<file path="config.mk">
export PLATFORM = sky130hd
export DESIGN_NAME = usb_rx_packet
export DESIGN_NICKNAME = d
export VERILOG_FILES = /design/src/rtl/usb_rx_packet.sv
export SDC_FILE = /design/constraint.sdc
export NUM_CORES = 1
export LEC_CHECK = 0
export CAP_MARGIN = 20
export CORE_ASPECT_RATIO = 0.6
export CORE_MARGIN = 2
export CORE_UTILIZATION = 40
export DETAILED_ROUTE_END_ITERATION = 10
export GPL_TIMING_DRIVEN = 0
export PLACE_DENSITY = 0.67
export REMOVE_ABC_BUFFERS = 1
export SLEW_MARGIN = 20
export SYNTH_ARGS = -nofsm -noshare
export SYNTH_HDL_FRONTEND = slang
export SYNTH_SLANG_ARGS = --single-unit
</file>
<file path="constraint.sdc">
create_clock -name clk48 -period 4.9 [get_ports clk48]
set_input_delay 1.225 -clock clk48 [delete_from_list [all_inputs] [get_ports clk48]]
set_output_delay 1.225 -clock clk48 [all_outputs]
set_load 0.1 [all_outputs]
</file>
<file path="src/rtl/usb_rx_packet.sv">
// USB packet receiver: assembles de-stuffed bits into bytes, validates the PID,
// checks CRC5/CRC16 by packet type and reports one status word per packet.
module usb_rx_packet #(
  parameter int unsigned MAX_PKT_BYTES = 1026
) (
  input  logic       clk48,
  input  logic       reset,
  input  logic       bit_in,
  input  logic       bit_valid,
  input  logic       bus_sop,
  input  logic       bus_eop,
  output logic [7:0] byte_out,
  output logic       byte_valid,
  output logic       byte_is_pid,
  output logic [3:0] pid,
  output logic       pkt_end,
  output logic       pkt_ok,
  output logic       pid_err,
  output logic       crc_err,
  output logic       align_err,
  output logic       len_err
);

  localparam int unsigned CNT_W = $clog2(MAX_PKT_BYTES + 2);
  localparam logic [CNT_W-1:0] CNT_MAX = CNT_W'(MAX_PKT_BYTES);
  localparam logic [CNT_W-1:0] CNT_SAT = CNT_W'(MAX_PKT_BYTES + 1);

  typedef enum logic [1:0] {S_IDLE, S_RECV, S_DONE} state_t;
  typedef enum logic [1:0] {K_NONE, K_TOKEN, K_DATA, K_HS} kind_t;

  state_t           state;
  kind_t            kind;
  logic [7:0]       sr;
  logic [2:0]       bit_cnt;
  logic [CNT_W-1:0] byte_cnt;
  logic [4:0]       c5;
  logic [15:0]      c16;
  logic             crc_good;
  logic             pid_bad;
  logic             len_ovf;
  logic             align_bad;

  logic [7:0]  byte_c;
  logic [2:0]  bit_cnt_c;
  logic [4:0]  c5_c;
  logic [15:0] c16_c;
  kind_t       kind_c;
  logic        pid_bad_c;
  logic        start_c;
  logic        empty_c;
  logic        len_bad_c;
  logic        crc_bad_c;
  logic        pid_fail_c;

  // Next-byte, CRC step and PID decode for the bit currently offered.
  always_comb begin
    byte_c    = {bit_in, sr[7:1]};
    bit_cnt_c = bit_cnt + 3'(bit_valid);
    c5_c      = {c5[3:0], 1'b0} ^ ((bit_in ^ c5[4]) ? 5'b00101 : 5'b00000);
    c16_c     = {c16[14:0], 1'b0} ^ ((bit_in ^ c16[15]) ? 16'h8005 : 16'h0000);
    start_c   = bus_sop && (state != S_DONE);
    kind_c    = K_NONE;
    pid_bad_c = (byte_c[7:4] != ~byte_c[3:0]);
    case (byte_c[1:0])
      2'b01:   kind_c = K_TOKEN;
      2'b11:   kind_c = K_DATA;
      2'b10:   kind_c = K_HS;
      default: begin
        if (byte_c[3:0] == 4'b0100) kind_c = K_TOKEN;
        else                        pid_bad_c = 1'b1;
      end
    endcase
  end

  // End-of-packet status terms; an empty packet reports only a length error.
  always_comb begin
    empty_c   = (byte_cnt == '0);
    len_bad_c = empty_c || len_ovf;
    case (kind)
      K_TOKEN: if (byte_cnt != CNT_W'(3)) len_bad_c = 1'b1;
      K_HS:    if (byte_cnt != CNT_W'(1)) len_bad_c = 1'b1;
      K_DATA:  if (byte_cnt < CNT_W'(3))  len_bad_c = 1'b1;
      default: ;
    endcase
    crc_bad_c  = !empty_c && (kind == K_TOKEN || kind == K_DATA) && !crc_good;
    pid_fail_c = !empty_c && pid_bad;
  end

  always_ff @(posedge clk48 or posedge reset) begin
    if (reset) begin
      state       <= S_IDLE;
      kind        <= K_NONE;
      sr          <= 8'h00;
      bit_cnt     <= 3'd0;
      byte_cnt    <= '0;
      c5          <= 5'h1F;
      c16         <= 16'hFFFF;
      crc_good    <= 1'b0;
      pid_bad     <= 1'b0;
      len_ovf     <= 1'b0;
      align_bad   <= 1'b0;
      byte_out    <= 8'h00;
      byte_valid  <= 1'b0;
      byte_is_pid <= 1'b0;
      pid         <= 4'h0;
      pkt_end     <= 1'b0;
      pkt_ok      <= 1'b0;
      pid_err     <= 1'b0;
      crc_err     <= 1'b0;
      align_err   <= 1'b0;
      len_err     <= 1'b0;
    end else begin
      byte_valid  <= 1'b0;
      byte_is_pid <= 1'b0;
      pkt_end     <= 1'b0;
      pkt_ok      <= 1'b0;
      pid_err     <= 1'b0;
      crc_err     <= 1'b0;
      align_err   <= 1'b0;
      len_err     <= 1'b0;
      if (start_c) begin
        // A start pulse in RECV silently abandons the packet in progress.
        state     <= S_RECV;
        kind      <= K_NONE;
        sr        <= 8'h00;
        bit_cnt   <= 3'd0;
        byte_cnt  <= '0;
        c5        <= 5'h1F;
        c16       <= 16'hFFFF;
        crc_good  <= 1'b0;
        pid_bad   <= 1'b0;
        len_ovf   <= 1'b0;
        align_bad <= 1'b0;
      end else begin
        case (state)
          S_RECV: begin
            if (bit_valid) begin
              sr      <= byte_c;
              bit_cnt <= bit_cnt_c;
              if (byte_cnt != '0) begin
                c5  <= c5_c;
                c16 <= c16_c;
              end
              if (bit_cnt == 3'd7) begin
                if (byte_cnt < CNT_MAX) begin
                  byte_out    <= byte_c;
                  byte_valid  <= 1'b1;
                  byte_is_pid <= (byte_cnt == '0);
                end else begin
                  len_ovf <= 1'b1;
                end
                if (byte_cnt != CNT_SAT) byte_cnt <= byte_cnt + CNT_W'(1);
                if (byte_cnt == '0) begin
                  pid     <= byte_c[3:0];
                  kind    <= kind_c;
                  pid_bad <= pid_bad_c;
                end else begin
                  crc_good <= (kind == K_DATA) ? (c16_c == 16'h800D) : (c5_c == 5'b01100);
                end
              end
            end
            if (bus_eop) begin
              // One trailing bit may come from the SE0 sample and is tolerated.
              align_bad <= (bit_cnt_c > 3'd1);
              state     <= S_DONE;
            end
          end
          S_DONE: begin
            pkt_end   <= 1'b1;
            pid_err   <= pid_fail_c;
            crc_err   <= crc_bad_c;
            align_err <= align_bad;
            len_err   <= len_bad_c;
            pkt_ok    <= !(pid_fail_c || crc_bad_c || align_bad || len_bad_c);
            state     <= S_IDLE;
          end
          default: state <= S_IDLE;
        endcase
      end
    end
  end

endmodule

</file>
==> impl_metrics.tcl <==
set metrics [dict create \
    run_status "finished, final reports clean" \
    setup_viol 0 \
    final-seq-area_mm2 0.00178 \
    post_drt_via_cell_ratio 5.63 \
    synthCells 317 \
    total_power_mw 1.33 \
    sink_count 70 \
    setup.worst_path.start_class "input port" \
    global_route_wire_length_before_repair_mm 13.0 \
    irDropWorstVdd_mv 0.187 \
    clock_root_buffer "clkbuf_16" \
    cts_tree "built" \
    tightestPinTransition_ns 0.969 \
    worst_slew_margin_rel 0.352 \
    clkLatencyLatePin_ns 0.33 \
    core_area_mm2 0.00852 \
    rsz_0062_raised_after_global_routing "no" \
    clock_skew_ns 0.00373 \
    cts_hold_repair_buffers 0 \
    share_comb_of_total_power 0.056 \
    sequentialPowerShare 0.452 \
    timing.setup.tns_ns 0 \
    critical_path_peak_fanout 18 \
    cpMaxStageDelayCell "clkdlybuf4s50_1" \
    finalHoldViolations 0 \
    power_frac_clock 0.493 \
    diodes 0 \
    crit_arrival_ns 3.55 \
    worstHoldPathType "reg -> reg" \
    synthesis.area_per_instance_um2 11.1 \
    clk_transition_reported_paths_ns 0.05 \
    wl_per_cell_um 16.5 \
    layout_setup_ws_ns 1.56 \
    pwr_density_cell_mw_per_mm2 320 \
    synth_enable_flop_cells 0 \
    detailedRoute.firstPassIterationCount 4 \
    placed_cells 436 \
    power.share.switching 0.221 \
    detailed_place.area_mm2 0.00386 \
    worst_r2r_path_depth 5 \
    drc 0 \
    total_leakage_power_nw 1.73 \
    h-tree-depth 3 \
    final-instance-count-excl-fill 452 \
    cts_setup_buffers 0 \
    dieArea_mm2 0.00956 \
    fin_nets 354 \
    timing.hold.ws_ns 0.485 \
    netlist_area_mm2 0.00351 \
    grtUsageTotal 0.172 \
    finalWorstPathRequiredPeriod_ns 3.34 \
    max_slew_violation_total_from_the_final_report 0 \
    hold_depth 1 \
    hold_end "byte_out[5]$_DFFE_PP0P_" \
    postLayoutCoreUtil 0.488 \
    synth-main-ff-cell "dfrtp_1" \
    row_count 26 \
    synth_cell_types 49 \
    critical_path_required_time_ns 5.11 \
    worstSetupEndpointType "flop" \
    pre_cts_setup_slack_ns 1.23 \
    die_width_um 125 \
    initial_utilization 0.411 \
    timing.reg2reg.setup_slack_ns 2.42 \
    routed-via-count 2543 \
    p_int_mw 1.04 \
    synth-seq-area-share 0.507 \
    path_cells "clkdlybuf4s50_1, nand3b_2, or2_1, a211o_1, mux2_1" \
    rr_endpoint "c16[0]$_DFFE_PP1P_" \
    numCtsBuffers 9 \
    num-fill-cells 767 \
    grt_max_degree 54 \
    dp_hpwl_mm 5.05 \
    final_min_period_over_clock_period 0.681 \
    max-clock-path-buffers 2 \
    multi_input_comb_area_mm2 0.00158 \
    timing.setup.critical_path_class "in -> reg" \
    io_buffer_count 25 \
    net-switching-power_mw 0.295 \
    drtAntennaViolNets 0 \
    antenna_found_initial 0 \
    via_count_of_the_first_global_routing_pass 2512 \
    p_r_area_growth_vs_syn_pct 18.7 \
    max_cap_viol_count 0 \
    final_cell_area_mm2 0.00416 \
    layout-drive-gt1-share 0.147 \
    place.gp.congestion 0.850 \
    postRouteWirelength_mm 7.46 \
    synth.yosys.warnings 0 \
    post_cts.resized_instances 0 \
    design.portCount 26 \
    ys_ff_latch 70 \
    synth_async_sr_flop_share 1.00 \
    grt_overflow 0 \
    critical-path-max-stage-delay_ns 0.57 \
    max_freq_mhz 300 \
    rr_startpoint "byte_cnt[3]$_DFFE_PP0P_" \
    drt_first_iter_violations 153 \
    hold_start "byte_out[5]$_DFFE_PP0P_" \
    fp.dieH_um 76.5 \
]
[critical path: cells and delay by family]
kind	cells	cell delay, ns
AOI/OAI and AO/OA	1	0.52
buffers and inverters	1	0.57
muxes	1	0.37
and+or+nand+nor	2	0.86
[power groups by stage]
stage / combinational, mW / sequential [mW] / clock [mW]
floorplan: 0.0431 / 0.613 / 0
global placement: 0.0687 / 0.610 / 0
detailed placement: 0.0751 / 0.611 / 0
CTS: 0.0756 / 0.601 / 0.673
global route: 0.0829 / 0.603 / 0.696
finish: 0.0742 / 0.602 / 0.657
[flip-flops by register name, summed over array words and instances (netlist names)]
register,count
bit_cnt,3
align_bad,1
sr,7
crc_err,1
len_err,1
byte_valid,1
c5,5
pid_bad,1
byte_out,8
state,2
crc_good,1
byte_is_pid,1
len_ovf,1
c16,16
pid,4
pkt_end,1
pkt_ok,1
pid_err,1
align_err,1
kind,2
byte_cnt,11
[placed cells by master, fill, tap and decap left out, types with 2 or more instances in the layout]
cell / n
dfstp_2: 21
nor2b_1: 2
o21a_1: 14
mux2i_1: 2
mux2_2: 4
a21oi_1: 19
nor3_1: 3
o31ai_1: 9
clkbuf_16: 9
a311oi_1: 2
xor2_1: 6
clkdlybuf4s50_1: 25
nor2_1: 12
nor4b_1: 3
and4_1: 3
nand3b_1: 5
nand2_1: 11
ha_1: 13
mux2_1: 12
or4b_2: 2
a31oi_1: 3
nor4_2: 2
a22o_1: 9
or3_1: 3
o21ai_0: 5
dfrtp_1: 49
and2_1: 3
xnor2_1: 4
nand4_1: 5
nand3_1: 6
clkbuf_8: 2
and3_1: 4
or4_1: 25
clkbuf_1: 2
inv_1: 17
o211ai_1: 3
[cell type report]
| type | count | share of cell area |
|---|---|---|
| inverter | 18 | 0.0168 |
| sequential | 70 | 0.427 |
| clock inverter | 3 | 0.0102 |
| multi-input combinational | 209 | 0.379 |
| timing repair buffer | 27 | 0.0704 |
| tap | 112 | 0.0337 |
| clock buffer | 13 | 0.0625 |
[per-layer routing]
layer / vias up / GRT usage / wire length (um)
met5: - / 0 / 0
met3: 5 / 0.0597 / 424
met2: 65 / 0.238 / 3190
met1: 1259 / 0.251 / 3790
met4: 0 / 0.0556 / 55
li1: 1214 / - / -
[Yosys cell counts (3+ instances only)]
master,count,share of area
dfrtp_1,49,0.35
or4_1,25,0.054
dfstp_2,21,0.16
a21oi_1,19,0.027
inv_1,18,0.019
o21a_1,14,0.030
clkbuf_1,13,0.014
ha_1,13,0.046
mux2_1,12,0.039
nor2_1,12,0.013
nand2_1,11,0.012
a22o_1,9,0.022
o31ai_1,9,0.019
nand3_1,6,0.0086
xor2_1,6,0.015
buf_2,5,0.0071
nand3b_1,5,0.011
nand4_1,5,0.0089
o21ai_0,5,0.0071
and2_1,4,0.0071
and3_1,4,0.0071
mux2_2,4,0.013
xnor2_1,4,0.010
a31oi_1,3,0.0054
and4_1,3,0.0075
nor3_1,3,0.0043
nor4b_1,3,0.0075
o211ai_1,3,0.0064
or3_1,3,0.0054
[worst max path at each step]
stage,startpoint,to,cells past startpoint
5_1_grt,bit_valid,byte_out[1]$_DFFE_PP0P_,5
3_3_place_gp,reset,pid[1]$_DFFE_PP0P_,2
3_5_place_dp,bit_valid,byte_out[6]$_DFFE_PP0P_,5
2_1_floorplan,reset,align_bad$_DFFE_PP0P_,1
4_1_cts,bit_valid,byte_out[6]$_DFFE_PP0P_,5
6_report,bit_valid,byte_out[2]$_DFFE_PP0P_,5
[cell families (layout without fill, tap and decap cells)]
group                      Yosys count  after routing  share of synthesized area
adders and majority gates           13             13                     0.0464
muxes                               18             18                     0.0571
DFF                                 70             70                      0.507
xor gates and xnor gates            10             10                     0.0250
AOI/OAI and AO/OA                   73             73                      0.145
buffers and inverters               38             61                     0.0446
and+or+nand+nor                     95             95                      0.175
Power figures use the tool's default switching activity.
